## config.mk

```make
export PLATFORM = sky130hd
export DESIGN_NAME = rr_arbiter
export DESIGN_NICKNAME = d
export VERILOG_FILES = /design/src/rtl/arb_pkg.sv /design/src/rtl/rr_pick.sv /design/src/rtl/rr_arbiter.sv
export SDC_FILE = /design/constraint.sdc
export NUM_CORES = 1
export LEC_CHECK = 0
export CAP_MARGIN = 25
export CORE_UTILIZATION = 45
export DETAILED_ROUTE_END_ITERATION = 10
export HOLD_SLACK_MARGIN = 0.03
export PLACE_DENSITY = 0.68
export SYNTH_ARGS = -nofsm -noshare
export SYNTH_HDL_FRONTEND = slang
export SYNTH_SLANG_ARGS = --single-unit
```

## constraint.sdc

```tcl
create_clock -name clk -period 8.2 [get_ports clk]
set_input_delay 1.64 -clock clk [delete_from_list [all_inputs] [get_ports clk]]
set_output_delay 1.64 -clock clk [all_outputs]
set_load 0.03 [all_outputs]
```

## src/rtl/arb_pkg.sv

```systemverilog
// -----------------------------------------------------------------------------
// arb_pkg
// Shared constants and types for the 8-way round-robin arbiter.
//   N        : number of requesters
//   IDX_W    : width of the encoded grant index (log2 N)
//   MAX_HOLD : longest grant, in cycles, when ARB_TIMEOUT_EN is defined
//   HOLD_W   : width of the hold counter that tracks grant length
//   arb_state_t : arbiter FSM states (IDLE, GRANT)
// -----------------------------------------------------------------------------
package arb_pkg;

  localparam int N        = 8;
  localparam int IDX_W    = 3;
  localparam int MAX_HOLD = 16;
  localparam int HOLD_W   = (MAX_HOLD > 2) ? $clog2(MAX_HOLD) : 1;

  typedef enum logic [0:0] {
    IDLE  = 1'b0,
    GRANT = 1'b1
  } arb_state_t;

endpackage

```

## src/rtl/rr_pick.sv

```systemverilog
// -----------------------------------------------------------------------------
// rr_pick
// Combinational rotating-priority picker. The request vector is rotated so
// that bit ptr lands at position 0, the lowest set bit is found, and that
// offset is added back to ptr to give the winner in the original numbering.
// Ports:
//   req      in  [N-1:0]      request vector
//   ptr      in  [IDX_W-1:0]  highest-priority requester this cycle
//   pick     out [N-1:0]      one-hot winner (zero when no request)
//   pick_idx out [IDX_W-1:0]  binary index of the winner
//   any      out              at least one request is set
// -----------------------------------------------------------------------------
module rr_pick
  import arb_pkg::*;
(
  input  logic [N-1:0]     req,
  input  logic [IDX_W-1:0] ptr,
  output logic [N-1:0]     pick,
  output logic [IDX_W-1:0] pick_idx,
  output logic             any
);

  logic [N-1:0]     req_rot;
  logic [IDX_W-1:0] off;

  // Rotation index arithmetic wraps naturally because N == 2**IDX_W.
  always_comb begin
    req_rot = '0;
    for (int i = 0; i < N; i++) begin
      req_rot[i] = req[IDX_W'(i) + ptr];
    end
  end

  // Scan downward so the lowest set bit is the last one written.
  always_comb begin
    off = '0;
    for (int i = N - 1; i >= 0; i--) begin
      if (req_rot[i]) begin
        off = IDX_W'(i);
      end
    end
  end

  assign any      = |req;
  assign pick_idx = ptr + off;

  always_comb begin
    pick = '0;
    for (int i = 0; i < N; i++) begin
      pick[i] = any && (pick_idx == IDX_W'(i));
    end
  end

endmodule

```

## src/rtl/rr_arbiter.sv

```systemverilog
// -----------------------------------------------------------------------------
// rr_arbiter
// Round-robin arbiter sharing one resource among N requesters. A grant is
// held until the owner pulses rel or drops its request; the priority pointer
// then moves just past the served requester, leaving one dead cycle between
// owners.
//
// Build option:
//   ARB_TIMEOUT_EN  when defined, a grant still held on its MAX_HOLD-th cycle
//                   is forced off and tmo pulses for one cycle. When
//                   undefined, grants last indefinitely and tmo is tied 0.
//
// Ports:
//   clk      in               rising-edge clock
//   rst      in               synchronous active-high reset
//   req      in  [N-1:0]      request vector
//   rel      in               single-cycle release from the current owner
//   gnt      out [N-1:0]      registered one-hot grant
//   gnt_idx  out [IDX_W-1:0]  registered binary index of the grant
//   gnt_vld  out              a grant is held
//   tmo      out              one-cycle pulse on forced release
//
// state | meaning
// ------+------------------------------------------------------------
// IDLE  | no owner; pick a winner from req using the rotating pointer
// GRANT | owner holds the resource until rel, withdrawal or timeout
// -----------------------------------------------------------------------------
module rr_arbiter
  import arb_pkg::*;
(
  input  logic             clk,
  input  logic             rst,
  input  logic [N-1:0]     req,
  input  logic             rel,
  output logic [N-1:0]     gnt,
  output logic [IDX_W-1:0] gnt_idx,
  output logic             gnt_vld,
  output logic             tmo
);

  arb_state_t       state, state_nxt;
  logic [IDX_W-1:0] ptr, ptr_nxt;
  logic [N-1:0]     gnt_nxt;
  logic [IDX_W-1:0] idx_nxt;
  logic             vld_nxt;
  logic             release_now;
  logic             force_off;

  logic [N-1:0]     pick_gnt;
  logic [IDX_W-1:0] pick_idx;
  logic             pick_any;

  rr_pick u_pick (
    .req      (req),
    .ptr      (ptr),
    .pick     (pick_gnt),
    .pick_idx (pick_idx),
    .any      (pick_any)
  );

  always_ff @(posedge clk) begin
    if (rst) begin
      state   <= IDLE;
      ptr     <= '0;
      gnt     <= '0;
      gnt_idx <= '0;
      gnt_vld <= 1'b0;
    end else begin
      state   <= state_nxt;
      ptr     <= ptr_nxt;
      gnt     <= gnt_nxt;
      gnt_idx <= idx_nxt;
      gnt_vld <= vld_nxt;
    end
  end

  always_comb begin
    state_nxt   = state;
    ptr_nxt     = ptr;
    gnt_nxt     = gnt;
    idx_nxt     = gnt_idx;
    vld_nxt     = gnt_vld;
    release_now = 1'b0;
    case (state)
      IDLE: begin
        gnt_nxt = '0;
        idx_nxt = '0;
        vld_nxt = 1'b0;
        if (pick_any) begin
          state_nxt = GRANT;
          gnt_nxt   = pick_gnt;
          idx_nxt   = pick_idx;
          vld_nxt   = 1'b1;
        end
      end
      GRANT: begin
        // rel and withdrawal together are a single release.
        release_now = rel || !req[gnt_idx];
        if (release_now || force_off) begin
          state_nxt = IDLE;
          gnt_nxt   = '0;
          idx_nxt   = '0;
          vld_nxt   = 1'b0;
          ptr_nxt   = gnt_idx + IDX_W'(1);
        end
      end
      default: begin
        state_nxt = IDLE;
      end
    endcase
  end

`ifdef ARB_TIMEOUT_EN
  logic [HOLD_W-1:0] hold_cnt;

  // hold_cnt counts completed grant cycles; it sits at zero in IDLE so every
  // new grant starts from zero.
  always_ff @(posedge clk) begin
    if (rst) begin
      hold_cnt <= '0;
      tmo      <= 1'b0;
    end else begin
      if (state == GRANT && state_nxt == GRANT) begin
        hold_cnt <= hold_cnt + HOLD_W'(1);
      end else begin
        hold_cnt <= '0;
      end
      // A normal release on the same edge takes precedence over the timeout.
      tmo <= force_off && !release_now;
    end
  end

  assign force_off = (state == GRANT) && (hold_cnt == HOLD_W'(MAX_HOLD - 1));
`else
  assign force_off = 1'b0;
  assign tmo       = 1'b0;
`endif

endmodule

```

==> flow_summary.yaml <==
synthesis:
  async_reset_ff_frac: 0
  yosysWarnings: 0
  synth-main-ff-cell: "dfxtp_1"
  synth-edff-count: 0
  synth-seq-area-share: 0.247
  synth-seq-cells: 16
  synth_cell_type_count: 37
  synthesis.nets: 146
  syn-instance-count: 130
  syn_area_per_cell_um2: 9.99
  syn_area_mm2: 0.00130
final_layout:
  fillers: 239
  seqCellArea_um2: 320
  final_layout_size_suffix_gt1_frac: 0.170
  nNetsFinal: 164
  final_util: 0.566
  insertedDiodeCount: 0
  multiInputGateArea_um2: 912
  area_growth_pct: 19.1
placed_design:
  port_buffers: 22
  hpwl_um: 1990
  place.gp.congestion: 0.886
worst_setup_path:
  critPathCaptureType: "flip-flop"
  r2r.worst_path.cells: 15
  required_ns: 8.36
  worstPathArrival_ns: 4.74
  cp_slowest_stage_delay_ns: 0.60
  start_kind: "input pin"
  startpoint: "req[3]"
  path_class: "input pin to flip-flop"
  critPathCapture: "gnt[3]"
  rr_endpoint: "gnt[3]"
  ff2ff_setup_slack_ns: 4.22
  worstReg2RegStart: "ptr[0]"
  crit_path_cell_trace: "clkdlybuf4s50_1 > mux2i_1 > mux2_2 > mux2_2 > nor2b_1 > nor3b_1 > a21oi_1 > a21oi_1 > ha_1 > inv_1 > fa_1 > xnor2_1 > xnor2_2 > o21ai_0"
  cp_slowest_cell: "clkdlybuf4s50_1"
  crit_fanout: 9
sta:
  tightest_slew_ns: 0.696
  slew_headroom: 0.535
  tns_ns: 0
  period_share: 0.559
  finalHoldViolations: 0
  fmax_mhz: 218
  setup_viol: 0
  period_needed_ns: 4.58
  rsz0062_at_grt: "no"
  worst_clock_skew_ns: 0.00123
  finalMaxSlewViolations: 0
global_routing:
  antenna_found_initial: 0
  grt_start_max_net_pins: 17
  grt_overflow: 0
  grt_pass1_vias: 991
  grt_pass1_wl_um: 4410
  grt_usage: 0.176
floorplanning:
  top_level_ports: 24
  dieArea_mm2: 0.00310
  die-width_um: 55.7
  core-area_mm2: 0.00273
  start_util: 0.475
  num_rows: 19
  die_h_um: 55.7
clocking:
  cts_tree: "built"
  htree_levels: 1
  cts_root_buffer: "clkbuf_4"
  cts.sink_count: 16
  clk_pin_slew_ns: 0.09
  worstSkewPairLatency_ns: 0.28
  post_cts_resized: 0
  post_cts_buffers: 0
  cts_buffers: 3
  cts_buffer_depth: 2
  cts_hold_buffers: 0
status:
  status: "finished clean"
route:
  wl_per_cell_um: 14.4
  via_per_inst: 5.78
  drt-total-wl_um: 2560
  postRouteAntennaNets: 0
  drtIter0Drc: 15
  drc: 0
  vias: 1028
  dr.pass1.iters: 4
worst_hold_path:
  hold_path.class: "flip-flop to flip-flop"
  hold_start: "gnt[0]"
power:
  power_density_mw_per_mm2: 184
  peakVddDrop_v: 0.000142
  p_leak_uw: 0.000554
run:
  max_cap_violations: 0
==> worst max-delay path, delay by kind of cell <==
kind | cells | cell delay (ns)
adders and majority gates | 2 | 0.52
and+or+nand+nor | 2 | 0.33
buffers and inverters | 2 | 0.65
muxes | 3 | 0.75
xor gates and xnor gates | 2 | 0.52
AOI/OAI and AO/OA | 3 | 0.34
==> cells by family (layout without fill, tap and decap cells) <==
logic type      Yosys count  in the layout  share of synthesized area
other cells               1              1                    0.00289
mux                      25             25                      0.329
simple gates             39             39                      0.147
compound gates           25             25                      0.130
buf+inv                  14             31                     0.0511
xor+xnor                  5              5                     0.0395
flops                    16             16                      0.247
fa+ha+maj                 5              5                     0.0540
==> registers in the layout (all words and copies together) (netlist names) <==
name     count
ptr          3
gnt_idx      3
gnt_vld      1
state        1
gnt          8
==> power breakdown <==
part | switching (uW) | internal (uW) | leakage, uW
combinational | 68.5 | 68.2 | 0.000403
sequential | 11.1 | 85.9 | 0.000131
clock | 24.5 | 27.0 | 0.0000210
==> cell type report <==
type	count	area share
clock buffers	4	0.0235
repair buffers	22	0.142
multi-input cells	100	0.590
flip-flops and latches	16	0.207
inverters	5	0.0121
well taps	31	0.0251
==> metal layers <==
| metal | part of all wire | up-vias | routed length, um | GRT usage |
|---|---|---|---|---|
| li1 | - | 515 | - | - |
| met1 | 0.46 | 496 | 1180 | 0.233 |
| met2 | 0.50 | 15 | 1270 | 0.298 |
| met3 | 0.034 | 2 | 87 | 0.0279 |
| met4 | 0.0086 | 0 | 22 | 0.0536 |
| met5 | 0 | - | 0 | 0 |
==> stage by stage <==
| stage | worst slack (ns) | instances | hold WS, ns | total power (uW) | cell area (um^2) |
|---|---|---|---|---|---|
| floorplan | 4.15 | 130 | 0.559 | 202 | 1300 |
| detailed placement | 3.31 | 174 | 0.450 | 236 | 1510 |
| global route | 3.39 | 178 | 0.494 | 304 | 1550 |
| CTS | 3.61 | 178 | 0.473 | 287 | 1550 |
| finish | 3.62 | 178 | 0.468 | 285 | 1550 |
| global placement | 3.39 | 174 | 0.440 | 234 | 1510 |
==> worst min-delay path by stage <==
stage	end	slack (ns)	cells after the start
finish	gnt[0]	0.47	2
global placement	gnt[0]	0.44	2
floorplan	state	0.56	3
detailed placement	gnt[0]	0.45	2
CTS	gnt[0]	0.47	2
global route	gnt[0]	0.49	2
==> synthesized netlist by cell type, types with 2 or more instances <==
| library cell | count | area share |
|---|---|---|
| nor4_1 | 2 | 0.0096 |
| xnor2_1 | 2 | 0.013 |
| clkbuf_1 | 3 | 0.0087 |
| dfxtp_1 | 16 | 0.25 |
| mux2_2 | 4 | 0.035 |
| nand2_1 | 14 | 0.040 |
| buf_2 | 2 | 0.0077 |
| mux4_2 | 11 | 0.19 |
| ha_1 | 4 | 0.039 |
| nor3b_1 | 2 | 0.012 |
| inv_1 | 5 | 0.014 |
| mux2i_1 | 7 | 0.054 |
| buf_1 | 2 | 0.0058 |
| xor2_1 | 2 | 0.013 |
| a21oi_1 | 9 | 0.035 |
| a32o_1 | 4 | 0.031 |
| o21ai_0 | 5 | 0.019 |
| nor2b_1 | 7 | 0.034 |
| nor2_1 | 11 | 0.032 |
==> layout by cell type (no fill, tap or decap), drive strengths merged <==
cell / instances
conb: 1
a22oi: 1
a311oi: 1
mux2: 5
or2: 1
mux2i: 8
xor2: 2
o22a: 1
o21ai: 6
nor2: 11
ha: 4
nor3b: 2
a21oi: 9
nor2b: 7
a32o: 4
nand2b: 1
nand2: 14
fa: 1
and2: 1
o22ai: 1
inv: 5
clkbuf: 4
clkdlybuf4s50: 22
dfxtp: 16
xnor2: 3
o211a: 1
nor4: 2
a22o: 1
mux4: 12
Note: power is estimated with default switching activity, not from simulation.
